## config.mk

```make
export PLATFORM = sky130hd
export DESIGN_NAME = noc_flit_packer
export DESIGN_NICKNAME = d
export VERILOG_FILES = /design/src/rtl/noc_flit_packer.sv
export SDC_FILE = /design/constraint.sdc
export NUM_CORES = 1
export LEC_CHECK = 0
export CORE_AREA = 5 5 86 88
export CTS_BUF_LIST = sky130_fd_sc_hd__clkbuf_2
export CTS_CLUSTER_DIAMETER = 200
export DETAILED_ROUTE_END_ITERATION = 10
export DIE_AREA = 0 0 91 93
export GPL_TIMING_DRIVEN = 0
export MAX_ROUTING_LAYER = met4
export PLACE_DENSITY = 0.69
export RECOVER_POWER = 50
export SYNTH_ARGS = -nofsm -noshare
export SYNTH_HDL_FRONTEND = slang
export SYNTH_SLANG_ARGS = --single-unit
```

## constraint.sdc

```tcl
create_clock -name clk -period 3.33 [get_ports clk]
set_input_delay 0.666 -clock clk [delete_from_list [all_inputs] [get_ports clk]]
set_output_delay 0.666 -clock clk [all_outputs]
set_load 0.005 [all_outputs]
```

## src/rtl/noc_flit_packer.sv

```systemverilog
// rtl/noc_flit_packer.sv - packetiser turning a descriptor plus payload words into head/body/tail flits
//
// Ports:
//   clk, arst                  clock; synchronous active-low reset
//   pkt_valid_i / pkt_ready_o  descriptor handshake (pkt_x_i, pkt_y_i, pkt_len_i)
//   pld_valid_i / pld_ready_o  payload word handshake (pld_data_i)
//   write_o, data_o, full_i    ingress FIFO write port with full backpressure
//   busy_o                     packet in progress
//   pkt_cnt_o                  packets fully emitted, wrapping
module noc_flit_packer #(
  parameter int WIDTH = 34,
  parameter int X_W   = 2,
  parameter int Y_W   = 2,
  parameter int LEN_W = 8,
  parameter int CNT_W = 16
) (
  input  logic             clk,
  input  logic             arst,
  input  logic             pkt_valid_i,
  output logic             pkt_ready_o,
  input  logic [X_W-1:0]   pkt_x_i,
  input  logic [Y_W-1:0]   pkt_y_i,
  input  logic [LEN_W-1:0] pkt_len_i,
  input  logic             pld_valid_i,
  output logic             pld_ready_o,
  input  logic [WIDTH-3:0] pld_data_i,
  output logic             write_o,
  output logic [WIDTH-1:0] data_o,
  input  logic             full_i,
  output logic             busy_o,
  output logic [CNT_W-1:0] pkt_cnt_o
);

  localparam int PW = WIDTH - 2;

  typedef enum logic [1:0] {IDLE, HEAD, BODY} state_t;

  state_t           state, state_nxt;
  logic [X_W-1:0]   x_q;
  logic [Y_W-1:0]   y_q;
  logic [LEN_W-1:0] len_q;
  logic [LEN_W-1:0] rem_q;
  logic [CNT_W-1:0] cnt_q;
  logic [PW-1:0]    head_pld;
  logic             len_zero;
  logic             last_body;
  logic             pkt_done;

  assign len_zero  = (len_q == '0);
  assign last_body = (rem_q == LEN_W'(1));

  // Head payload packed from the MSB down; unused low bits stay zero.
  always_comb begin
    head_pld = '0;
    head_pld[PW-1 -: X_W]                 = x_q;
    head_pld[PW-1-X_W -: Y_W]             = y_q;
    head_pld[PW-1-X_W-Y_W -: LEN_W]       = len_q;
  end

  // State register
  always_ff @(posedge clk) begin
    if (!arst) state <= IDLE;
    else       state <= state_nxt;
  end

  // Next-state logic
  always_comb begin
    state_nxt = state;
    case (state)
      IDLE: if (pkt_valid_i) state_nxt = HEAD;
      HEAD: if (write_o)     state_nxt = len_zero ? IDLE : BODY;
      BODY: if (write_o && last_body) state_nxt = IDLE;
      default:               state_nxt = IDLE;
    endcase
  end

  // Outputs; write_o is gated by full_i in every state so the FIFO never overflows.
  always_comb begin
    pkt_ready_o = 1'b0;
    pld_ready_o = 1'b0;
    write_o     = 1'b0;
    data_o      = '0;
    busy_o      = (state != IDLE);
    case (state)
      IDLE: pkt_ready_o = 1'b1;
      HEAD: begin
        write_o = !full_i;
        data_o  = {(len_zero ? 2'b11 : 2'b00), head_pld};
      end
      BODY: begin
        pld_ready_o = !full_i;
        write_o     = pld_valid_i && !full_i;
        data_o      = {(last_body ? 2'b10 : 2'b01), pld_data_i};
      end
      default: ;
    endcase
  end

  assign pkt_done = write_o && (((state == HEAD) && len_zero) ||
                                ((state == BODY) && last_body));

  // Descriptor capture, remaining-word count and packet counter
  always_ff @(posedge clk) begin
    if (!arst) begin
      x_q   <= '0;
      y_q   <= '0;
      len_q <= '0;
      rem_q <= '0;
      cnt_q <= '0;
    end else begin
      if (state == IDLE && pkt_valid_i) begin
        x_q   <= pkt_x_i;
        y_q   <= pkt_y_i;
        len_q <= pkt_len_i;
        rem_q <= pkt_len_i;
      end
      if (state == BODY && write_o) rem_q <= rem_q - LEN_W'(1);
      if (pkt_done) cnt_q <= cnt_q + CNT_W'(1);
    end
  end

  assign pkt_cnt_o = cnt_q;

endmodule

```

==> impl_metrics.yaml, run 1 <==
outcome:
  status: "finished, final reports clean"
logic_synthesis:
  syn_avg_cell_area_um2: 7.52
  synth_ff_type: "dfxtp_1"
  synth_seq_area_share_pct: 34.3
  synth_warnings: 0
  ys_seq_elements: 38
  async_flop_share_pct: 0
  synth_area_um2: 2220
  synth_edf_count: 0
  syn-instance-count: 295
  yosysTopAreaCell: "dfxtp_1"
  synth_fp_nets: 350
  ys_types: 41
  synthTopCellsByCount: "dfxtp_1 (38), nand2_1 (38), a21oi_1 (34)"
  yosysTopAreaCellShare_pct: 34.3
  synth_area_leaders: "dfxtp_1 (34%), a21oi_1 (7.7%), and2_1 (7.6%)"
worst_setup_path:
  cp_data_required_time_ps: 2660
  cp_max_fo: 10
  timing.rr.end: "pkt_cnt_o[12]"
  criticalPathCategory: "flip-flop to primary output"
  r2r_cells: 10
  critPathTopFamily: "buffers and inverters"
  cp.arrival_ps: 2440
  startpoint: "state[1]"
  r2r-start: "state[0]"
  max_stage_delay_ps: 520
  ff2ff_setup_slack_ps: 410
  crit_chain: "inv_1, ha_1, clkbuf_1, clkbuf_2, a22oi_1, nor2b_1, clkdlybuf4s50_1"
  slowest_stage: "clkdlybuf4s50_1"
  crit_path_end: "data_o[31]"
  worst_setup_path_start_kind: "flip-flop"
  worstSetupEndpointType: "primary output"
  path_buf_inv: 4
  path_depth: 7
sta:
  setup_tns_ps: 0
  finalCriticalPeriod_ps: 3110
  timing.fmax_mhz: 322
  slew_viol_final: 0
  maxSlewHeadroom_pct: 51.9
  finalWorstSetupSlack_ps: 221
  period_share_pct: 93.4
  skew_ps: 43.5
  worst_pin_slew_ps: 721
  rsz0062_at_grt: "false"
  finalHoldViolCount: 0
  setup_violations: 0
clock_tree:
  clk-insertion-delay-late_ps: 410
  cts_sinks: 38
  post_cts_buffers: 0
  cts.path.max_buffers: 2
  cts_root_buf: "clkbuf_2"
  htree_levels: 2
  cts.clk_slew.worst_paths_ps: 240
  numCtsBuffers: 5
  cts_tree: "built"
pwr:
  p_leak_nw: 1.20
  p_per_area_nw_per_um2: 390
  power_w: 0.00133
  irDropWorstVdd_uv: 222
place:
  dpl.hpwl_um: 5970
  pre_cts_ws_ps: 452
  portBuffers: 102
  placed_area_um2: 3340
  dp_cells: 477
  gp_congestion: 0.848
hold_path:
  hold_depth: 2
  worstHoldPathType: "flip-flop to flip-flop"
grt:
  use_met3_pct: 3.54
  gr-max-usage-layer: "met2"
  grt_pass1_wl_um: 11900
  use_met2_pct: 28.6
  met1_usage_pct: 22.0
  antenna_found_initial: 0
  grt.total_usage_pct: 17.4
  grt_pass1_vias: 2466
  grt_max_degree: 14
  grt_overflow: 0
layout:
  nets: 459
  antenna_cells: 0
  design_area_um2: 3400
  multi_input_area_um2: 1340
  n_fill_cell: 680
  area_growth_pct: 53.4
  stdcell_count: 485
  seq_area_um2: 761
  drive_gt1_share_pct: 4.20
floorplan:
  die_y_um: 93
  io_pins: 103
  design.core.area_um2: 6570
  rows: 30
  die_x_um: 91
  start_util_pct: 33.8
  die-area_um2: 8460
drt:
  avgViaCountPerCell: 5.24
  via_count: 2539
  wl_um: 7480
  ant_nets: 0
  drc_errors: 0
  drtIter0Drc: 123
  wl_per_cell_um: 15.4
  firstDrtPassIters: 4
flow_run:
  max-cap-violations: 0
final cells by class:
class                           instances  area share, %
Clock inverter                          3           1.32
Tap cell                               80           2.94
Sequential cell                        38           22.3
Inverter                               12           1.32
Timing Repair Buffer                  102           30.0
Multi-Input combinational cell        229           39.5
Buffer                                 16           1.87
Clock buffer                            5          0.735
worst min-delay path, delay by kind of cell, from the launching register on:
kind	cells	cell delay, ps
AOI/OAI and AO/OA	1	50
DFF	1	370
and+or+nand+nor	1	50
logic make-up (layout without fill, tap and decap cells):
| family | count (synthesis) | in the layout | synth area share [%] |
|---|---|---|---|
| AO/OA/AOI/OAI | 84 | 84 | 23.2 |
| XOR/XNOR | 1 | 1 | 0.395 |
| adder cells (fa/ha/maj) | 6 | 6 | 3.38 |
| buffers and inverters | 28 | 138 | 4.90 |
| flip-flops | 38 | 38 | 34.3 |
| multiplexers | 1 | 1 | 0.507 |
| AND/OR/NAND/NOR | 137 | 137 | 33.4 |
how the worst min path moves through the flow:
stage	startpoint	end
final	y_q[1]	y_q[1]
after global routing	y_q[0]	y_q[0]
after CTS	y_q[0]	y_q[0]
after detailed placement	y_q[0]	y_q[0]
after global placement	x_q[0]	x_q[0]
after floorplan	x_q[0]	x_q[0]
cells in the final DEF (no fill, tap or decap), types with 3 or more instances in the layout:
cell type / count
clkdlybuf4s50_1: 82
nand2_1: 38
dfxtp_1: 38
a21oi_1: 34
and2_1: 26
dlygate4sd3_1: 20
o21ai_0: 19
nor2_1: 16
a22oi_1: 13
nor2b_1: 12
inv_1: 11
clkbuf_1: 10
nand3_1: 9
clkbuf_2: 7
or3_1: 7
ha_1: 6
nand4_1: 5
nor3_1: 4
and3_1: 3
a211oi_1: 3
o31ai_1: 3
or4_1: 3
buf_1: 3
a311oi_1: 3
report_power, final:
group          leakage [nW]  internal, W  switching, W  total, W
Sequential            0.310     0.000494     0.0000385  0.000533
Clock                0.0352     0.000126      0.000168  0.000294
Combinational         0.859     0.000249      0.000253  0.000502
timing repair:
action / CTS / global route
endpoints found under the setup margin: 4 / 12
resized for setup: 1 / 4
hold buffers: 0 / 0
stage by stage:
stage                     util (%)  hold slack [ps]
final                         51.8              483
after floorplan                  -              437
after global placement        50.9              445
after detailed placement      50.9              454
after CTS                     51.9              480
after global routing          51.8              506
layer usage:
layer  part of all wire (%)  wire length, um
met1                     46             3430
met2                     47             3550
met3                    5.8              435
met4                   0.95               71
met5                      0                0
registers in the layout, indices dropped and copies added, names as in the netlist:
name,flops
x_q,2
y_q,2
state,2
pkt_cnt_o,16
len_q,8
rem_q,8
Note: power is estimated with default switching activity, not from simulation.
==> run 2, diff against run 1 <==
- CTS_CLUSTER_SIZE: not set -> 16
- PLACE_DENSITY: 0.69 -> 0.71
- clock period: 3.33 -> 2.6 ns (I/O delays scaled with it)
==> impl_metrics.yaml, run 2 (synthesized netlist as in run 1, its figures left out) <==
outcome:
  status: "finished, final reports clean"
sta:
  slew_viol_final: 0
  setup_tns_ps: 0
  holdWs_ps: 484
  timing.fmax_mhz: 397
  period_share_pct: 96.8
  maxSlewHeadroom_pct: 51.7
  finalHoldViolCount: 0
  worst_pin_slew_ps: 719
  setup_violations: 0
  skew_ps: 22.6
  finalCriticalPeriod_ps: 2520
  rsz0062_at_grt: "true"
layout:
  largest_reg_flops: 16
  final_common_cell: "clkdlybuf4s50_1"
  n_fill_cell: 630
  area_growth_pct: 60.5
  most-common-layout-cells: "clkdlybuf4s50_1 (88), nand2_1 (38), a21oi_1 (34)"
  nets: 462
  antenna_cells: 0
  drive_gt1_share_pct: 10.8
  design_area_um2: 3560
place:
  portBuffers: 102
  dpl.hpwl_um: 5790
  gp_congestion: 0.909
  placed_area_um2: 3340
worst_setup_path:
  worstSetupEndpointType: "primary output"
  timing.rr.end: "rem_q[4]"
  r2r_cells: 7
  worst_setup_path_start_kind: "flip-flop"
  r2r-start: "state[0]"
  ff2ff_setup_slack_ps: 230
  cp.arrival_ps: 2000
  criticalPathCategory: "flip-flop to primary output"
  cp_max_fo: 10
  startpoint: "state[1]"
  cp_data_required_time_ps: 2080
clock_tree:
  cts_tree: "built"
  cts.path.max_buffers: 2
  cts_root_buf: "clkbuf_2"
  numCtsBuffers: 5
  clk-insertion-delay-late_ps: 400
  htree_levels: 2
  cts_sinks: 38
  cts.clk_slew.worst_paths_ps: 210
drt:
  avgViaCountPerCell: 5.27
  drtIter0Drc: 127
  wl_per_cell_um: 15.7
  drc_errors: 0
  firstDrtPassIters: 5
  via_count: 2570
  ant_nets: 0
  wl_um: 7670
hold_path:
  min_to: "x_q[0]"
  worstHoldPathType: "flip-flop to flip-flop"
  hp-start: "x_q[0]"
  hold_depth: 2
floorplan:
  die_y_um: 93
  io_pins: 103
  die_x_um: 91
  design.core.area_um2: 6570
  rows: 30
  die-area_um2: 8460
  start_util_pct: 33.8
grt:
  grt_overflow: 0
  grt_max_degree: 14
  grt.total_usage_pct: 17.7
  antenna_found_initial: 0
  grt_pass1_wl_um: 12300
  grt_pass1_vias: 2517
pwr:
  irDropWorstVdd_uv: 390
  p_leak_nw: 1.32
  power_w: 0.00182
  p_per_area_nw_per_um2: 512
flow_run:
  max-cap-violations: 0
## run 2: changes by cell type in the layout (fill, tap and decap cells not counted), moves of 5 or more
| cell | change |
|---|---|
| buf_4 | +5 |
| clkbuf_1 | -7 |
| clkdlybuf4s50_1 | +6 |
| dfxtp_1 | -7 |
| dfxtp_2 | +7 |
| dlygate4sd2_1 | +10 |
| dlygate4sd3_1 | -20 |
## run 2: worst max-delay path by stage
stage	end	slack (ps)	cells after the start
after floorplan	pkt_cnt_o[14]	540	8
after global placement	pkt_cnt_o[0]	-110	9
after detailed placement	data_o[25]	-210	7
after CTS	data_o[24]	3	7
after global routing	data_o[33]	-30	7
final	data_o[33]	80	7
## run 2: layout make-up
class | instances | area, um2 | share of cell area (%)
repair buffers | 105 | 1040 | 29.2
plain buffers | 16 | 120 | 3.37
multi-input cells | 229 | 1420 | 39.8
flip-flops and latches | 38 | 769 | 21.6
inverters | 12 | 45.0 | 1.26
clock buffers | 5 | 25.0 | 0.702
clock inverters | 3 | 45.0 | 1.26
well taps | 80 | 100 | 2.81
## run 2: report_power, final
part	switching (W)	internal, W
clock	0.000217	0.000161
sequential	0.0000601	0.000637
combinational	0.000351	0.000398
total	0.000628	0.00120
## run 2: layer usage
layer,track usage (%),share of wire [%],vias to the layer above
met5,-,0,-
met4,4.40,1.9,0
met3,3.30,4.8,12
met2,29.3,49,93
met1,22.4,45,1191
li1,-,-,1274
## run 2: critical path, cell delays in order (launching register included)
cell and delay [ps]:
dfxtp_2 380, inv_2 80, ha_2 200, buf_8 140, nand3_2 90, o21ai_1 100
and2_1 130, clkdlybuf4s50_1 490
## run 2: timing repair
action,in CTS,in global routing
hold buffers,0,0
endpoints found under the setup margin,35,26
pin swaps,3,1
gates resized for setup,37,23
buffers inserted,2,1
## run 2: metrics by stage
stage          utilization (%)  worst slack (ps)  cells
3_5_place_dp              50.9              -214    477
6_report                  54.2              83.8    488
5_1_grt                   54.2             -32.0    488
2_1_floorplan                -               540    295
4_1_cts                   53.3              3.33    487
3_3_place_gp              50.9              -105    477
